--- src/rtl/puf_crp_verifier.sv ---
// Verifier-side controller for the arbiter-PUF array. It walks an LFSR challenge sequence,
// fires the race pulse, and either enrolls the responses or scores them by Hamming distance.
module puf_crp_verifier #(
  parameter int NUM_CRP    = 16,
  parameter int SETTLE_CYC = 4,
  parameter int PULSE_CYC  = 4,
  parameter int HD_W       = 8
) (
  input  logic            iclk,
  input  logic            irst,
  input  logic            istart,
  input  logic            imode,
  input  logic [7:0]      iseed,
  input  logic [HD_W-1:0] ithreshold,
  input  logic [7:0]      iresponse,
  output logic [7:0]      ochallenge,
  output logic            opulse,
  output logic            obusy,
  output logic            odone,
  output logic            opass,
  output logic            oerr,
  output logic [HD_W-1:0] ohd,
  output logic            oenrolled
);

  // state  | meaning
  // IDLE   | waiting for istart
  // SETUP  | challenge stable, pulse low
  // FIRE   | race pulse high
  // SYNC   | pulse low, response crossing the synchronizer
  // SAMPLE | store or score the synchronized response
  // DONE   | one-cycle end-of-run strobe
  typedef enum logic [2:0] {IDLE, SETUP, FIRE, SYNC, SAMPLE, DONE} state_t;

  localparam int CW = 16;
  localparam int KW = (NUM_CRP > 1) ? $clog2(NUM_CRP) : 1;

  state_t          state_q, state_d;
  logic [CW-1:0]   cnt_q, cnt_d;
  logic [KW-1:0]   k_q, k_d;
  logic [7:0]      lfsr_q, lfsr_d, lfsr_step;
  logic [7:0]      chal_q, chal_d;
  logic            mode_q, mode_d;
  logic [HD_W-1:0] thr_q, thr_d;
  logic [HD_W-1:0] hd_q, hd_d;
  logic            pass_q, pass_d;
  logic            err_q, err_d;
  logic            enr_q, enr_d;
  logic [7:0]      sync1_q, sync2_q;
  logic [7:0]      mem_q [NUM_CRP];
  logic            mem_we;
  logic [7:0]      diff;
  logic [3:0]      pc;
  logic [HD_W:0]   hd_sum;
  logic [7:0]      seed_fix;

  assign lfsr_step = {lfsr_q[6:0], lfsr_q[7] ^ lfsr_q[5] ^ lfsr_q[4] ^ lfsr_q[3]};
  assign seed_fix  = (iseed == 8'h00) ? 8'h01 : iseed;

  always_comb begin
    diff = sync2_q ^ mem_q[k_q];
    pc   = 4'd0;
    for (int i = 0; i < 8; i++) pc = pc + 4'(diff[i]);
    hd_sum = {1'b0, hd_q} + (HD_W+1)'(pc);
  end

  always_comb begin
    state_d = state_q;
    cnt_d   = cnt_q;
    k_d     = k_q;
    lfsr_d  = lfsr_q;
    chal_d  = chal_q;
    mode_d  = mode_q;
    thr_d   = thr_q;
    hd_d    = hd_q;
    pass_d  = pass_q;
    err_d   = err_q;
    enr_d   = enr_q;
    mem_we  = 1'b0;
    case (state_q)
      IDLE: if (istart) begin
        mode_d = imode;
        thr_d  = ithreshold;
        k_d    = '0;
        hd_d   = '0;
        pass_d = 1'b0;
        err_d  = 1'b0;
        if (imode && !enr_q) begin
          err_d   = 1'b1;
          state_d = DONE;
        end else begin
          lfsr_d  = seed_fix;
          chal_d  = seed_fix;
          cnt_d   = CW'(SETTLE_CYC - 1);
          if (!imode) enr_d = 1'b0;
          state_d = SETUP;
        end
      end
      SETUP: if (cnt_q == '0) begin
        cnt_d   = CW'(PULSE_CYC - 1);
        state_d = FIRE;
      end else cnt_d = cnt_q - 1'b1;
      FIRE: if (cnt_q == '0) begin
        cnt_d   = CW'(1);
        state_d = SYNC;
      end else cnt_d = cnt_q - 1'b1;
      SYNC: if (cnt_q == '0) state_d = SAMPLE;
            else cnt_d = cnt_q - 1'b1;
      SAMPLE: begin
        if (!mode_q) mem_we = 1'b1;
        else hd_d = hd_sum[HD_W] ? '1 : hd_sum[HD_W-1:0];
        lfsr_d = lfsr_step;
        k_d    = k_q + 1'b1;
        // Results are settled on entry to DONE so they are valid alongside odone.
        if (k_q == KW'(NUM_CRP - 1)) begin
          state_d = DONE;
          if (!mode_q) enr_d = 1'b1;
          else pass_d = (hd_d <= thr_q);
        end else begin
          chal_d  = lfsr_step;
          cnt_d   = CW'(SETTLE_CYC - 1);
          state_d = SETUP;
        end
      end
      DONE:    state_d = IDLE;
      default: state_d = IDLE;
    endcase
  end

  always_ff @(posedge iclk) begin
    if (irst) begin
      state_q <= IDLE;
      cnt_q   <= '0;
      k_q     <= '0;
      lfsr_q  <= 8'h01;
      chal_q  <= 8'h00;
      mode_q  <= 1'b0;
      thr_q   <= '0;
      hd_q    <= '0;
      pass_q  <= 1'b0;
      err_q   <= 1'b0;
      enr_q   <= 1'b0;
      sync1_q <= 8'h00;
      sync2_q <= 8'h00;
    end else begin
      state_q <= state_d;
      cnt_q   <= cnt_d;
      k_q     <= k_d;
      lfsr_q  <= lfsr_d;
      chal_q  <= chal_d;
      mode_q  <= mode_d;
      thr_q   <= thr_d;
      hd_q    <= hd_d;
      pass_q  <= pass_d;
      err_q   <= err_d;
      enr_q   <= enr_d;
      sync1_q <= iresponse;
      sync2_q <= sync1_q;
    end
  end

  always_ff @(posedge iclk) begin
    if (mem_we) mem_q[k_q] <= sync2_q;
  end

  assign ochallenge = chal_q;
  assign opulse     = (state_q == FIRE);
  assign obusy      = (state_q != IDLE);
  assign odone      = (state_q == DONE);
  assign opass      = pass_q;
  assign oerr       = err_q;
  assign ohd        = hd_q;
  assign oenrolled  = enr_q;

endmodule

--- config.mk ---
export PLATFORM = sky130hd
export DESIGN_NAME = puf_crp_verifier
export DESIGN_NICKNAME = d
export VERILOG_FILES = /design/src/rtl/puf_crp_verifier.sv
export SDC_FILE = /design/constraint.sdc
export NUM_CORES = 1
export LEC_CHECK = 0
export ABC_AREA = 1
export CAP_MARGIN = 20
export CORE_UTILIZATION = 57
export DETAILED_ROUTE_END_ITERATION = 12
export DONT_BUFFER_PORTS = 1
export GPL_ROUTABILITY_DRIVEN = 0
export PLACE_DENSITY = 0.72
export SYNTH_ARGS = -nofsm -noshare
export SYNTH_HDL_FRONTEND = slang
export SYNTH_SLANG_ARGS = --single-unit
--- constraint.sdc ---
create_clock -name iclk -period 6.4 [get_ports iclk]
set_input_delay 0.96 -clock iclk [delete_from_list [all_inputs] [get_ports iclk]]
set_output_delay 0.96 -clock iclk [all_outputs]
set_load 0.05 [all_outputs]
# ---- Word-level counts from Yosys, hierarchy flattened
# Memory sizes are Yosys's and may differ from the RTL's. A register that Yosys moved wholly into a read port is not among the register bits.
# Index checks and enable logic that the tools add are counted.
dict set report classes {
  n_reduce_logical 16
  bitwise_logic 4
  n_lt_le_gt_ge 1
  n_addsub 10
  mux 44
  eq_ne 17
}
# cell count
set ops {}
lappend ops {{two-way mux 16 bit} 6}
lappend ops {{case mux 16 bit (5 select lines)} 1}
lappend ops {{two-way mux 8 bit} 8}
lappend ops {{case mux 8 bit (2 select lines)} 3}
lappend ops {{!= test 2 bit (second input constant)} 10}
lappend ops {{two-way mux 3 bit} 6}
lappend ops {{adder 4 x 1 -> 4 bit} 4}
lappend ops {{logical NOT 16 bit} 1}
lappend ops {{subtractor 16 x 1 -> 16 bit (second input constant)} 1}
lappend ops {{case mux 3 bit (5 select lines)} 1}
lappend ops {{two-way mux 1 bit} 13}
lappend ops {{two-way mux 4 bit} 3}
lappend ops {{AND reduction 4 bit} 3}
lappend ops {{adder 8 x 4 -> 9 bit} 1}
lappend ops {{<= comparator 8 bit} 1}
lappend ops {{logical NOT 8 bit} 1}
lappend ops {{case mux 4 bit (2 select lines)} 1}
lappend ops {{bitwise XOR 8 bit} 1}
lappend ops {{equality test 3 x 2 -> 1 bit (second input constant)} 2}
lappend ops {{equality test 3 bit (second input constant)} 2}
lappend ops {{AND reduction 6 bit} 1}
lappend ops {{AND reduction 5 bit} 1}
lappend ops {{nonzero test 5 bit} 1}
lappend ops {{adder 3 x 1 -> 4 bit} 1}
lappend ops {{15 further kinds} 19}
dict set report word_totals {
  mem_bits_rw 128
  reg_bits 75
  mem_count 1
  wordCells 106
}
# name words width rd rd_clocked_by_memory_dff write_ports line_no
set memory_table {}
lappend memory_table {mem_q 16 8 1 1 1 50} ;# logic [7:0] mem_q [NUM_CRP];

# ---- Depth between registers and ports, before layout
dict set report logic_depth {
  ltp_word 16
  ltp_mapped 30
  mapped_depth_nobuf 29
}

# ---- Worst setup path before layout
# OpenSTA, ideal clock, no wires.
dict set report synth_timing {
  path_kind {flip-flop to flip-flop}
  startpoint {register with a tool-made name}
  endpoint {register pass_q, in the netlist opass}
  arrival_time_ps 4658
  path_stages_with_launch 27
  required_time_ps 6278
  synth_period_minus_slack_ps 4781
  path_buffers 2
  setup_slack_ps 1619
  setup_time_ps 122
  cell_sequence {dfxtp_1 -> clkbuf_1 -> inv_1 -> clkbuf_1 -> o211ai_1 -> nand3_1 -> nand2_1 -> nand2_1 -> nand2_1 -> fa_1 -> inv_1 -> fa_1 -> fa_1 -> fa_1 -> inv_1 -> fa_1 -> nand3_1 -> nand2_1 -> nand2_1 -> nand4_1 -> and2_1 -> ha_1 -> nand2_1 -> o21ai_0 -> nand2_1 -> o211ai_1 -> a21oi_1}
}
# element line_no
set synth_lines {}
lappend synth_lines {{end signal, assigned} 154} ;# pass_q <= pass_d;
lappend synth_lines {{end, declared} 46} ;# logic pass_q, pass_d;

==> flow_metrics.py <==
metrics = {
    "global_routing": {
        "grt_max_degree": 85,
        "grt_pass1_wl_um": 32090,
        "grt_pass1_vias": 6562,
        "track_usage": 0.2427,
        "grt_overflow": 0,
        "antenna_found_initial": 0,
    },
    "hold_path": {
        "hold_path_class": "reg -> reg",
        "min_from": "sync1_q[2]$_SDFF_PP0_",
    },
    "sta": {
        "setup_slack_ns": 0.7423,
        "layout_min_cycle_time_ns": 5.658,
        "hold_viol_final": 0,
        "max_freq_ghz": 0.1768,
        "fin_tns_setup_ns": 0,
        "finalCritPeriodShare": 0.8840,
        "worst_slew_pin_slew_ns": 1.006,
        "setup_viol_count_final": 0,
        "slew_headroom": 0.3269,
        "final.setup_skew_ns": 0.01847,
        "rsz0062_at_grt": "false",
        "drv_slew": 0,
    },
    "cts": {
        "cts_made_buffers": 22,
        "cts.sinks": 207,
        "clk_pin_slew_ns": 0.06,
        "cts-root-buf": "clkbuf_16",
        "cts_hold_buf": 0,
        "cts_resized": 0,
        "cts_tree": "yes",
        "worstSkewPairLatency_ns": 0.50,
        "htreeDepth": 1,
        "postCtsSetupBuffers": 0,
        "max-clock-path-buffers": 3,
    },
    "logic_synthesis": {
        "synthTopCellsByArea": "edfxtp_1 41%, dfxtp_1 17%, nor2_1 7.4%",
        "yosys.area.top_type_share": 0.4083,
        "async_reset_ff_frac": 0,
        "synth-edff-count": 128,
        "syn_inst": 1031,
        "synth_largest_area_cell": "edfxtp_1",
        "netlist_area_um2": 9413,
        "ys.flop_type": "edfxtp_1",
        "yosysMostFrequentCell": "nor2_1",
        "synth_area_per_cell_um2": 9.130,
        "ys_warn_count": 0,
        "synth-seq-cells": 207,
        "synth_top_cells_by_count": "186 x nor2_1, 157 x nand2_1, 128 x edfxtp_1",
        "yosysSeqAreaShare": 0.5764,
        "syn_nets": 1083,
        "synth_cell_types": 40,
    },
    "floorplanning": {
        "io_pins": 50,
        "core-area_um2": 16000,
        "rows": 46,
        "initial_core_util": 0.5883,
        "die_h_um": 130.5,
        "fp.dieW_um": 130.5,
        "dieArea_um2": 17030,
    },
    "place": {
        "dp_hpwl_um": 13060,
        "place_ws_ns": 0.8798,
        "placed_cells": 1220,
        "dpl-instance-area_um2": 9604,
        "port_buffers": 0,
    },
    "critical_path": {
        "arrival_ns": 6.04,
        "path_common_cell": "nand2_1",
        "slowest_delay_ns": 0.60,
        "crit_path_max_fanout": 84,
        "critical_path_class": "reg -> reg",
        "cp_slowest_cell": "buf_4",
        "crit_required_ns": 6.78,
        "cp-start-kind": "register",
        "worstSetupEndpointType": "register",
    },
    "final_layout": {
        "nets": 1080,
        "area_delta_synth_final_pct": 9.105,
        "fillers": 1336,
        "drive_above_1_share": 0.06992,
        "final_area_um2": 10270,
        "diodes": 0,
        "utilization": 0.6419,
        "final_cells": 1260,
    },
    "routing": {
        "viasPerCell": 5.414,
        "first_iter_violations": 527,
        "drcViolationCount": 0,
        "first_pass_iters": 5,
        "wire_per_inst_um": 15.86,
        "drt-total-wl_um": 19990,
        "dr_total_vias": 6822,
        "ant_nets": 0,
    },
    "power": {
        "p_leak_nw": 4.053,
        "peakVddDrop_uv": 297.7,
        "p_per_area_nw_per_um2": 416.8,
    },
    "run": {
        "cap_violations": 0,
    },
    "status": {
        "status": "finished, final reports clean",
    },
}
registers in the layout, indices dropped and copies added, names as in the netlist, 4 cells and up, named ones only:
register    flops
mem_q         128
lfsr_q          8
thr_q           8
ohd             8
sync2_q         8
ochallenge      8
k_q             4
cnt_q          16
sync1_q         8
through the flow:
stage / hold WS, ns / total power [mW]
after detailed placement: 0.3931 / 3.128
after global routing: 0.4196 / 4.570
after floorplan: 0.3883 / 2.882
after CTS: 0.4007 / 4.297
final: 0.3964 / 4.281
after global placement: 0.3935 / 3.102
layer usage:
| layer | GRT usage | part of all wire |
|---|---|---|
| met5 | 0 | 0 |
| met3 | 0.02972 | 0.058 |
| met1 | 0.3349 | 0.46 |
| met2 | 0.3965 | 0.46 |
| met4 | 0.08857 | 0.024 |
cell usage in the layout, fill, tap and decap left out, drive strengths merged:
cell type	instances
xnor2	3
nand3b	1
inv	121
edfxtp	128
o21bai	3
and2	1
or2	2
fa	5
nand2	165
o211ai	22
nor2	189
xor2	7
buf	14
nand3	72
a31oi	1
nor3	9
a21oi	49
a211oi	5
o22ai	1
o311ai	1
clkinv	6
o21ai	99
nand4	6
dfxtp	79
nor4	1
clkbuf	35
ha	19
layout make-up:
class,instances,area [µm²],area share
Clock inverter,5,33.78,0.003289
Inverter,122,460.4,0.04483
Clock buffer,35,631.9,0.06153
Tap cell,216,270.3,0.02632
Multi-Input combinational cell,661,3342,0.3254
Sequential cell,207,5426,0.5284
Timing Repair Buffer,14,105.1,0.01023
kinds of logic after synthesis:
logic type,synth area share
flops,0.5764
xor+xnor,0.009305
buf+inv,0.06912
fa+ha+maj,0.03589
compound gates,0.1069
simple gates,0.2024
power breakdown:
part | internal (mW) | switching [mW]
Sequential | 1.55 | 0.202
Clock | 0.677 | 0.493
Combinational | 0.454 | 0.905
Total | 2.68 | 1.60
worst max-delay path: cells and delay by family, from the launching register on:
family | cells | cell delay [ns]
adder cells (fa/ha/maj) | 6 | 2.51
buffers and inverters | 4 | 0.78
AND/OR/NAND/NOR | 15 | 1.48
AO/OA/AOI/OAI | 4 | 0.44
flip-flops | 1 | 0.33
final timing paths:
kind,end,slack (ns),cells past startpoint
max,opass$_SDFFE_PP0P_,0.74,29
min,sync2_q[2]$_SDFF_PP0_,0.40,2
max reg2reg,opass$_SDFFE_PP0P_,0.74,29
min reg2reg,sync2_q[2]$_SDFF_PP0_,0.40,2
No activity file was read; power rests on OpenSTA's default activity.
